`config.mk`:
```
export PLATFORM = sky130hd
export DESIGN_NAME = pipeline_sequencer_flat
export DESIGN_NICKNAME = d
export VERILOG_FILES = /design/src/rtl/pipeline_sequencer_if.sv /design/src/rtl/pipeline_sequencer.sv /design/src/flat_wrapper.sv
export SDC_FILE = /design/constraint.sdc
export NUM_CORES = 1
export LEC_CHECK = 0
export CORE_MARGIN = 8
export CORE_UTILIZATION = 30
export CTS_BUF_LIST = sky130_fd_sc_hd__clkbuf_2
export CTS_CLUSTER_DIAMETER = 80
export DETAILED_ROUTE_END_ITERATION = 7
export GPL_TIMING_DRIVEN = 0
export SYNTH_ARGS = -nofsm -noshare
export SYNTH_HDL_FRONTEND = slang
export SYNTH_SLANG_ARGS = --single-unit
```
`constraint.sdc`:
```
create_clock -name clk -period 2.21 [get_ports clk]
set_input_delay 0.3315 -clock clk [delete_from_list [all_inputs] [get_ports clk]]
set_output_delay 0.3315 -clock clk [all_outputs]
set_load 0.01 [all_outputs]
```
`src/rtl/pipeline_sequencer_if.sv`:
```
// Control bundle between the hazard/debug request sources and the pipeline sequencer.
// Master drives requests and observes stage controls; slave is the sequencer.
interface pipeline_sequencer_if #(
  parameter int CNT_W = 32
);
  logic             hz_stall;
  logic             hz_flush_idex;
  logic             br_taken;
  logic             md_start;
  logic             halt_instr;
  logic             dbg_run;
  logic             dbg_step;
  logic             dbg_halt;

  logic             pc_en;
  logic             if_id_en;
  logic             if_id_flush;
  logic             id_ex_en;
  logic             id_ex_flush;
  logic             ex_m_en;
  logic             ex_m_flush;
  logic             m_wb_en;
  logic             halted;
  logic             step_done;
  logic [CNT_W-1:0] cycle_count;

  modport master (
    output hz_stall, hz_flush_idex, br_taken, md_start, halt_instr,
           dbg_run, dbg_step, dbg_halt,
    input  pc_en, if_id_en, if_id_flush, id_ex_en, id_ex_flush,
           ex_m_en, ex_m_flush, m_wb_en, halted, step_done, cycle_count
  );

  modport slave (
    input  hz_stall, hz_flush_idex, br_taken, md_start, halt_instr,
           dbg_run, dbg_step, dbg_halt,
    output pc_en, if_id_en, if_id_flush, id_ex_en, id_ex_flush,
           ex_m_en, ex_m_flush, m_wb_en, halted, step_done, cycle_count
  );
endinterface

```
`src/rtl/pipeline_sequencer.sv`:
```
// Stage-enable/flush controller for the 5-stage pipeline: enables/flushes are same-cycle
// decodes of state and requests; halted, step_done and cycle_count are registered.
module pipeline_sequencer #(
  parameter int MD_LATENCY = 4,
  parameter int CNT_W      = 32
) (
  input  logic                 clk,
  input  logic                 reset,
  pipeline_sequencer_if.slave  sq
);

  localparam int MD_W = (MD_LATENCY > 1) ? $clog2(MD_LATENCY) : 1;
  localparam logic [MD_W-1:0] MD_INIT = MD_W'(MD_LATENCY - 1);

  typedef enum logic [2:0] {
    S_IDLE,
    S_RUN,
    S_STEP,
    S_MD_WAIT,
    S_DONE
  } state_t;

  state_t           state, state_nxt;
  logic [MD_W-1:0]  md_cnt, md_cnt_nxt;
  logic             step_pend, step_pend_nxt;
  logic             halt_pend, halt_pend_nxt;
  logic             step_done, step_done_nxt;
  logic [CNT_W-1:0] cycle_count;

  logic frz;
  logic adv;
  logic pc_en, if_id_en, if_id_flush, id_ex_en, id_ex_flush;
  logic ex_m_en, ex_m_flush, m_wb_en;

  always_comb begin
    state_nxt     = state;
    md_cnt_nxt    = md_cnt;
    step_pend_nxt = step_pend;
    halt_pend_nxt = halt_pend;
    step_done_nxt = 1'b0;
    frz           = 1'b0;
    adv           = 1'b0;

    case (state)
      S_IDLE: begin
        if (sq.dbg_step) begin
          state_nxt = S_STEP;
        end else if (sq.dbg_run) begin
          state_nxt = S_RUN;
        end
      end

      S_RUN, S_STEP: begin
        if (sq.halt_instr) begin
          state_nxt = S_DONE;
        end else if (sq.md_start) begin
          frz           = 1'b1;
          md_cnt_nxt    = MD_INIT;
          step_pend_nxt = (state == S_STEP);
          state_nxt     = S_MD_WAIT;
        end else begin
          adv = 1'b1;
          if (state == S_STEP) begin
            state_nxt     = S_IDLE;
            step_done_nxt = 1'b1;
          end else if (sq.dbg_halt) begin
            state_nxt = S_IDLE;
          end
        end
      end

      S_MD_WAIT: begin
        if (md_cnt != '0) begin
          frz        = 1'b1;
          md_cnt_nxt = md_cnt - 1'b1;
          if (sq.dbg_halt) begin
            halt_pend_nxt = 1'b1;
          end
        end else begin
          // Last cycle of the window: the op's result moves on while the front end resumes.
          adv           = 1'b1;
          step_pend_nxt = 1'b0;
          halt_pend_nxt = 1'b0;
          if (step_pend || halt_pend) begin
            state_nxt     = S_IDLE;
            step_done_nxt = step_pend;
          end else begin
            state_nxt = S_RUN;
          end
        end
      end

      S_DONE: begin
        state_nxt = S_DONE;
      end

      default: begin
        state_nxt = S_IDLE;
      end
    endcase
  end

  always_comb begin
    pc_en       = 1'b0;
    if_id_en    = 1'b0;
    if_id_flush = 1'b0;
    id_ex_en    = 1'b0;
    id_ex_flush = 1'b0;
    ex_m_en     = 1'b0;
    ex_m_flush  = 1'b0;
    m_wb_en     = 1'b0;

    if (frz) begin
      ex_m_en    = 1'b1;
      ex_m_flush = 1'b1;
      m_wb_en    = 1'b1;
    end else if (adv) begin
      ex_m_en  = 1'b1;
      m_wb_en  = 1'b1;
      id_ex_en = 1'b1;
      // A front-end stall outranks a taken branch; the branch re-resolves next cycle.
      if (sq.hz_stall || sq.hz_flush_idex) begin
        id_ex_flush = 1'b1;
      end else begin
        pc_en       = 1'b1;
        if_id_en    = 1'b1;
        if_id_flush = sq.br_taken;
      end
    end
  end

  always_ff @(posedge clk) begin
    if (reset) begin
      state       <= S_IDLE;
      md_cnt      <= '0;
      step_pend   <= 1'b0;
      halt_pend   <= 1'b0;
      step_done   <= 1'b0;
      cycle_count <= '0;
    end else begin
      state     <= state_nxt;
      md_cnt    <= md_cnt_nxt;
      step_pend <= step_pend_nxt;
      halt_pend <= halt_pend_nxt;
      step_done <= step_done_nxt;
      if ((state == S_RUN || state == S_STEP || state == S_MD_WAIT) && (cycle_count != '1)) begin
        cycle_count <= cycle_count + 1'b1;
      end
    end
  end

  assign sq.pc_en       = pc_en;
  assign sq.if_id_en    = if_id_en;
  assign sq.if_id_flush = if_id_flush;
  assign sq.id_ex_en    = id_ex_en;
  assign sq.id_ex_flush = id_ex_flush;
  assign sq.ex_m_en     = ex_m_en;
  assign sq.ex_m_flush  = ex_m_flush;
  assign sq.m_wb_en     = m_wb_en;
  assign sq.halted      = (state == S_IDLE) || (state == S_DONE);
  assign sq.step_done   = step_done;
  assign sq.cycle_count = cycle_count;

endmodule

```
`src/flat_wrapper.sv`:
```
// flat-port wrapper written by rule: the top's interface ports become plain ports
module pipeline_sequencer_flat 
#(
  parameter int MD_LATENCY = 4,
  parameter int CNT_W      = 32
)
  (clk, reset, sq_hz_stall, sq_hz_flush_idex, sq_br_taken, sq_md_start, sq_halt_instr, sq_dbg_run, sq_dbg_step, sq_dbg_halt, sq_pc_en, sq_if_id_en, sq_if_id_flush, sq_id_ex_en, sq_id_ex_flush, sq_ex_m_en, sq_ex_m_flush, sq_m_wb_en, sq_halted, sq_step_done, sq_cycle_count);
  pipeline_sequencer_if #(.CNT_W(CNT_W)) sq_i ();
  input  logic clk;
  input  logic reset;
  input wire logic [$bits(sq_i.hz_stall)-1:0] sq_hz_stall;
  input wire logic [$bits(sq_i.hz_flush_idex)-1:0] sq_hz_flush_idex;
  input wire logic [$bits(sq_i.br_taken)-1:0] sq_br_taken;
  input wire logic [$bits(sq_i.md_start)-1:0] sq_md_start;
  input wire logic [$bits(sq_i.halt_instr)-1:0] sq_halt_instr;
  input wire logic [$bits(sq_i.dbg_run)-1:0] sq_dbg_run;
  input wire logic [$bits(sq_i.dbg_step)-1:0] sq_dbg_step;
  input wire logic [$bits(sq_i.dbg_halt)-1:0] sq_dbg_halt;
  output wire logic [$bits(sq_i.pc_en)-1:0] sq_pc_en;
  output wire logic [$bits(sq_i.if_id_en)-1:0] sq_if_id_en;
  output wire logic [$bits(sq_i.if_id_flush)-1:0] sq_if_id_flush;
  output wire logic [$bits(sq_i.id_ex_en)-1:0] sq_id_ex_en;
  output wire logic [$bits(sq_i.id_ex_flush)-1:0] sq_id_ex_flush;
  output wire logic [$bits(sq_i.ex_m_en)-1:0] sq_ex_m_en;
  output wire logic [$bits(sq_i.ex_m_flush)-1:0] sq_ex_m_flush;
  output wire logic [$bits(sq_i.m_wb_en)-1:0] sq_m_wb_en;
  output wire logic [$bits(sq_i.halted)-1:0] sq_halted;
  output wire logic [$bits(sq_i.step_done)-1:0] sq_step_done;
  output wire logic [$bits(sq_i.cycle_count)-1:0] sq_cycle_count;
  assign sq_i.hz_stall = sq_hz_stall;
  assign sq_i.hz_flush_idex = sq_hz_flush_idex;
  assign sq_i.br_taken = sq_br_taken;
  assign sq_i.md_start = sq_md_start;
  assign sq_i.halt_instr = sq_halt_instr;
  assign sq_i.dbg_run = sq_dbg_run;
  assign sq_i.dbg_step = sq_dbg_step;
  assign sq_i.dbg_halt = sq_dbg_halt;
  assign sq_pc_en = sq_i.pc_en;
  assign sq_if_id_en = sq_i.if_id_en;
  assign sq_if_id_flush = sq_i.if_id_flush;
  assign sq_id_ex_en = sq_i.id_ex_en;
  assign sq_id_ex_flush = sq_i.id_ex_flush;
  assign sq_ex_m_en = sq_i.ex_m_en;
  assign sq_ex_m_flush = sq_i.ex_m_flush;
  assign sq_m_wb_en = sq_i.m_wb_en;
  assign sq_halted = sq_i.halted;
  assign sq_step_done = sq_i.step_done;
  assign sq_cycle_count = sq_i.cycle_count;
  pipeline_sequencer #(.MD_LATENCY(MD_LATENCY), .CNT_W(CNT_W)) u_core (.clk(clk), .reset(reset), .sq(sq_i));
endmodule
```
==> impl_metrics.py <==
metrics = {
    "outcome": {
        "status": "finished clean",
    },
    "finish": {
        "antenna_cells": 0,
        "drive_gt1_share_pct": 17.2,
        "area_growth_pct": 37.3,
        "layout.cells.non_filler": 425,
        "post-route-util_pct": 41.6,
        "fin_nets": 337,
    },
    "yosys": {
        "yosysTopAreaCellShare_pct": 37.2,
        "synth_top_family_by_area": "simple AND/OR/NAND/NOR gates",
        "ys_seq_area_share_pct": 37.2,
        "yosysWarnings": 0,
        "async_flop_share_pct": 0,
        "synth_area_mm2": 0.00215,
        "synth-adder-area-share_pct": 1.16,
        "yosysTopAreaCell": "dfxtp_1",
        "synthSimpleGateAreaFrac_pct": 29.2,
        "muxShareOfSynthArea_pct": 1.51,
        "synth-edff-count": 0,
        "syn_inst": 263,
        "ys_ff_latch": 40,
        "synth_compound_area_share_pct": 18.5,
        "avgSynthCellArea_um2": 8.18,
        "synth_fp_nets": 275,
        "synthTopCellsByCount": "40 x dfxtp_1, 34 x nor2_1, 18 x a21oi_1, 17 x xnor2_1, 14 x nand2_1",
        "synthFlopType": "dfxtp_1",
        "ys_top_cells_by_area": "dfxtp_1 37%, xnor2_1 6.9%, nor2_1 5.9%",
        "ys_types": 42,
        "yosysMostFrequentCell": "dfxtp_1",
        "synthXorXnorAreaFrac_pct": 7.33,
    },
    "sta": {
        "max_freq_ghz": 0.460,
        "slew_violations": 0,
        "fin_setup_tns_ns": 0,
        "relSlewSlack_pct": 66.8,
        "finalCriticalPeriod_ns": 2.17,
        "finClkSkew_ns": 0.0191,
        "fin_ws_ns": 0.0378,
        "finalHoldViolations": 0,
        "rsz0062_at_grt": "true",
        "finalSetupViolations": 0,
        "worst_pin_slew_ns": 0.498,
        "min_period_over_period_pct": 98.3,
    },
    "worst_setup_path": {
        "critPathArrivalTime_ns": 1.84,
        "slowest_stage": "dfxtp_4",
        "critPathLaunch": "u_core.state[0]$_SDFFE_PP0P_",
        "critPathMaxStageDelay_ns": 0.40,
        "worstSetupStartpointType": "register",
        "rrSetupSlack_ns": 0.15,
        "crit_buf_inv": 1,
        "crit_path_max_fanout": 4,
        "cp_data_required_time_ns": 1.88,
        "path_cells": "or3_4 -> a21oi_2 -> o21ai_2 -> nor3_2 -> and2_1 -> buf_2",
        "ff2ff_path_depth": 7,
        "critPathCaptureType": "output pin",
        "critPathTopFamily": "simple AND/OR/NAND/NOR gates",
        "path_class": "register to output pin",
        "r2r-start": "u_core.sq.cycle_count[0]$_SDFFE_PP0P_",
        "r2r-end": "u_core.sq.cycle_count[26]$_SDFFE_PP0P_",
    },
    "route": {
        "viasPerCell": 5.01,
        "dr.pass1.iters": 4,
        "wl_um": 5850,
        "detail-route-antenna-nets": 0,
        "first_iter_violations": 77,
        "wl_per_cell_um": 13.8,
        "drc": 0,
        "via_count": 2129,
    },
    "global_route": {
        "grt_usage_pct": 11.5,
        "antenna_found_initial": 0,
        "grt_pass1_wl_um": 9610,
        "grt_pass1_vias": 2022,
        "grt_overflow_total": 0,
        "grt_max_degree": 14,
    },
    "clocking": {
        "root_buffer": "clkbuf_2",
        "clk_latency_ns": 0.41,
        "htreeDepth": 2,
        "cts_inserted_buffers": 5,
        "clkTransAtPathRegs_ns": 0.23,
        "cts_tree": "done",
        "cts.sinks": 40,
        "cts_buffer_depth": 2,
    },
    "placement": {
        "port-buffer-count": 50,
        "preCtsSetupSlack_ns": -0.646,
        "dp_cells": 412,
        "gp_congestion": 0.837,
        "dp_hpwl_um": 4230,
    },
    "die": {
        "initial_utilization_pct": 30.3,
        "die_w_um": 101,
        "die_h_um": 101,
        "die-area_mm2": 0.0101,
        "core.rowCount": 31,
        "ioPinCount": 52,
        "coreArea_mm2": 0.00710,
    },
    "power_and_ir_drop": {
        "vdd_drop_max_mv": 0.266,
        "p_total_mw": 1.50,
        "p_per_area_mw_per_mm2": 507,
        "leakagePower_nw": 1.01,
    },
    "min_path": {
        "hp-class": "input pin to register",
        "min_from": "reset",
        "hold_end": "u_core.sq.cycle_count[5]$_SDFFE_PP0P_",
        "whs_path_depth": 3,
    },
    "job": {
        "maxCapViolCount": 0,
    },
}
[worst max path at each step]
stage | to | slack, ns | depth (start not counted)
floorplan | sq_m_wb_en | 0.23 | 6
global placement | sq_m_wb_en | -0.61 | 7
detailed placement | sq_m_wb_en | -0.65 | 7
CTS | sq_m_wb_en | -0.18 | 8
global route | sq_if_id_flush | -0.08 | 6
finish | sq_if_id_flush | 0.04 | 6
[metal layers]
layer | global-route usage (%) | vias to the layer above | wire (um)
met5 | 0 | - | 0
met4 | 3.72 | 0 | 76
met3 | 3.52 | 9 | 362
met2 | 18.2 | 49 | 2650
met1 | 14.5 | 995 | 2750
li1 | - | 1076 | -
[power breakdown]
| group | total, mW | switching (mW) | internal, mW |
|---|---|---|---|
| logic | 0.271 | 0.139 | 0.132 |
| clock network | 0.451 | 0.262 | 0.189 |
| registers | 0.775 | 0.0296 | 0.746 |
| total | 1.50 | 0.431 | 1.07 |
[what timing repair did]
action                                  CTS  global route
hold buffers                              0             0
pin swaps                                 8             7
gates resized for setup                  37            16
endpoints found under the setup margin   11            16
hold endpoints to repair                  0             0
buffers inserted                          4             4
[state kept, by name (all words and copies together), names as in the netlist]
| signal | cells |
|---|---|
| u_core.md_cnt | 2 |
| u_core.state | 3 |
| u_core.step_pend | 1 |
| u_core.sq.cycle_count | 32 |
| u_core.sq.step_done | 1 |
| u_core.halt_pend | 1 |
[area by class of cell]
class | count | area [um^2]
Inverter | 8 | 30.0
Timing Repair Buffer | 58 | 543
Fill cell | 735 | 4140
Clock buffer | 5 | 25.0
Tap cell | 99 | 124
Clock inverter | 3 | 42.5
Sequential cell | 40 | 812
Multi-Input combinational cell | 198 | 1310
Buffer | 14 | 71.3
[cells by family (layout without fill, tap and decap cells)]
kind of cell / after synthesis / count (layout)
simple gates: 115 / 115
compound gates: 60 / 60
flops: 40 / 40
buf+inv: 25 / 88
xor+xnor: 18 / 18
mux: 3 / 3
fa+ha+maj: 2 / 2
[placed cells by master (no fill, tap or decap), types with 2 or more instances in the layout]
cell type and n:
a211oi_1 12, a21oi_1 16, a31o_2 2, a31oi_1 5
and2_1 2, and3_1 8, and4_1 8, buf_2 5
buf_4 11, buf_6 2, clkbuf_1 7, clkbuf_2 7
clkdlybuf4s50_1 40, dfxtp_1 33, dfxtp_2 6, dlygate4sd2_1 3
inv_1 8, mux2_1 2, nand2_1 14, nand2b_1 3
nand3_1 12, nand4_1 7, nor2_1 34, nor2b_1 5
nor3_1 3, o21ai_0 11, o21ai_2 2, or3_1 9
xnor2_1 17
[worst min-delay path, stage by stage]
cell and delay (ns):
clkbuf_1 0.17, nor2_1 0.11, mux2_1 0.12
[per-stage QoR]
stage / cell area [um^2] / hold slack (ns)
3_3_place_gp: 2780 / 0.454
5_1_grt: 2950 / 0.323
6_report: 2950 / 0.331
4_1_cts: 2900 / 0.322
2_1_floorplan: 2150 / 0.437
3_5_place_dp: 2780 / 0.454
Power figures use the tool's default switching activity.
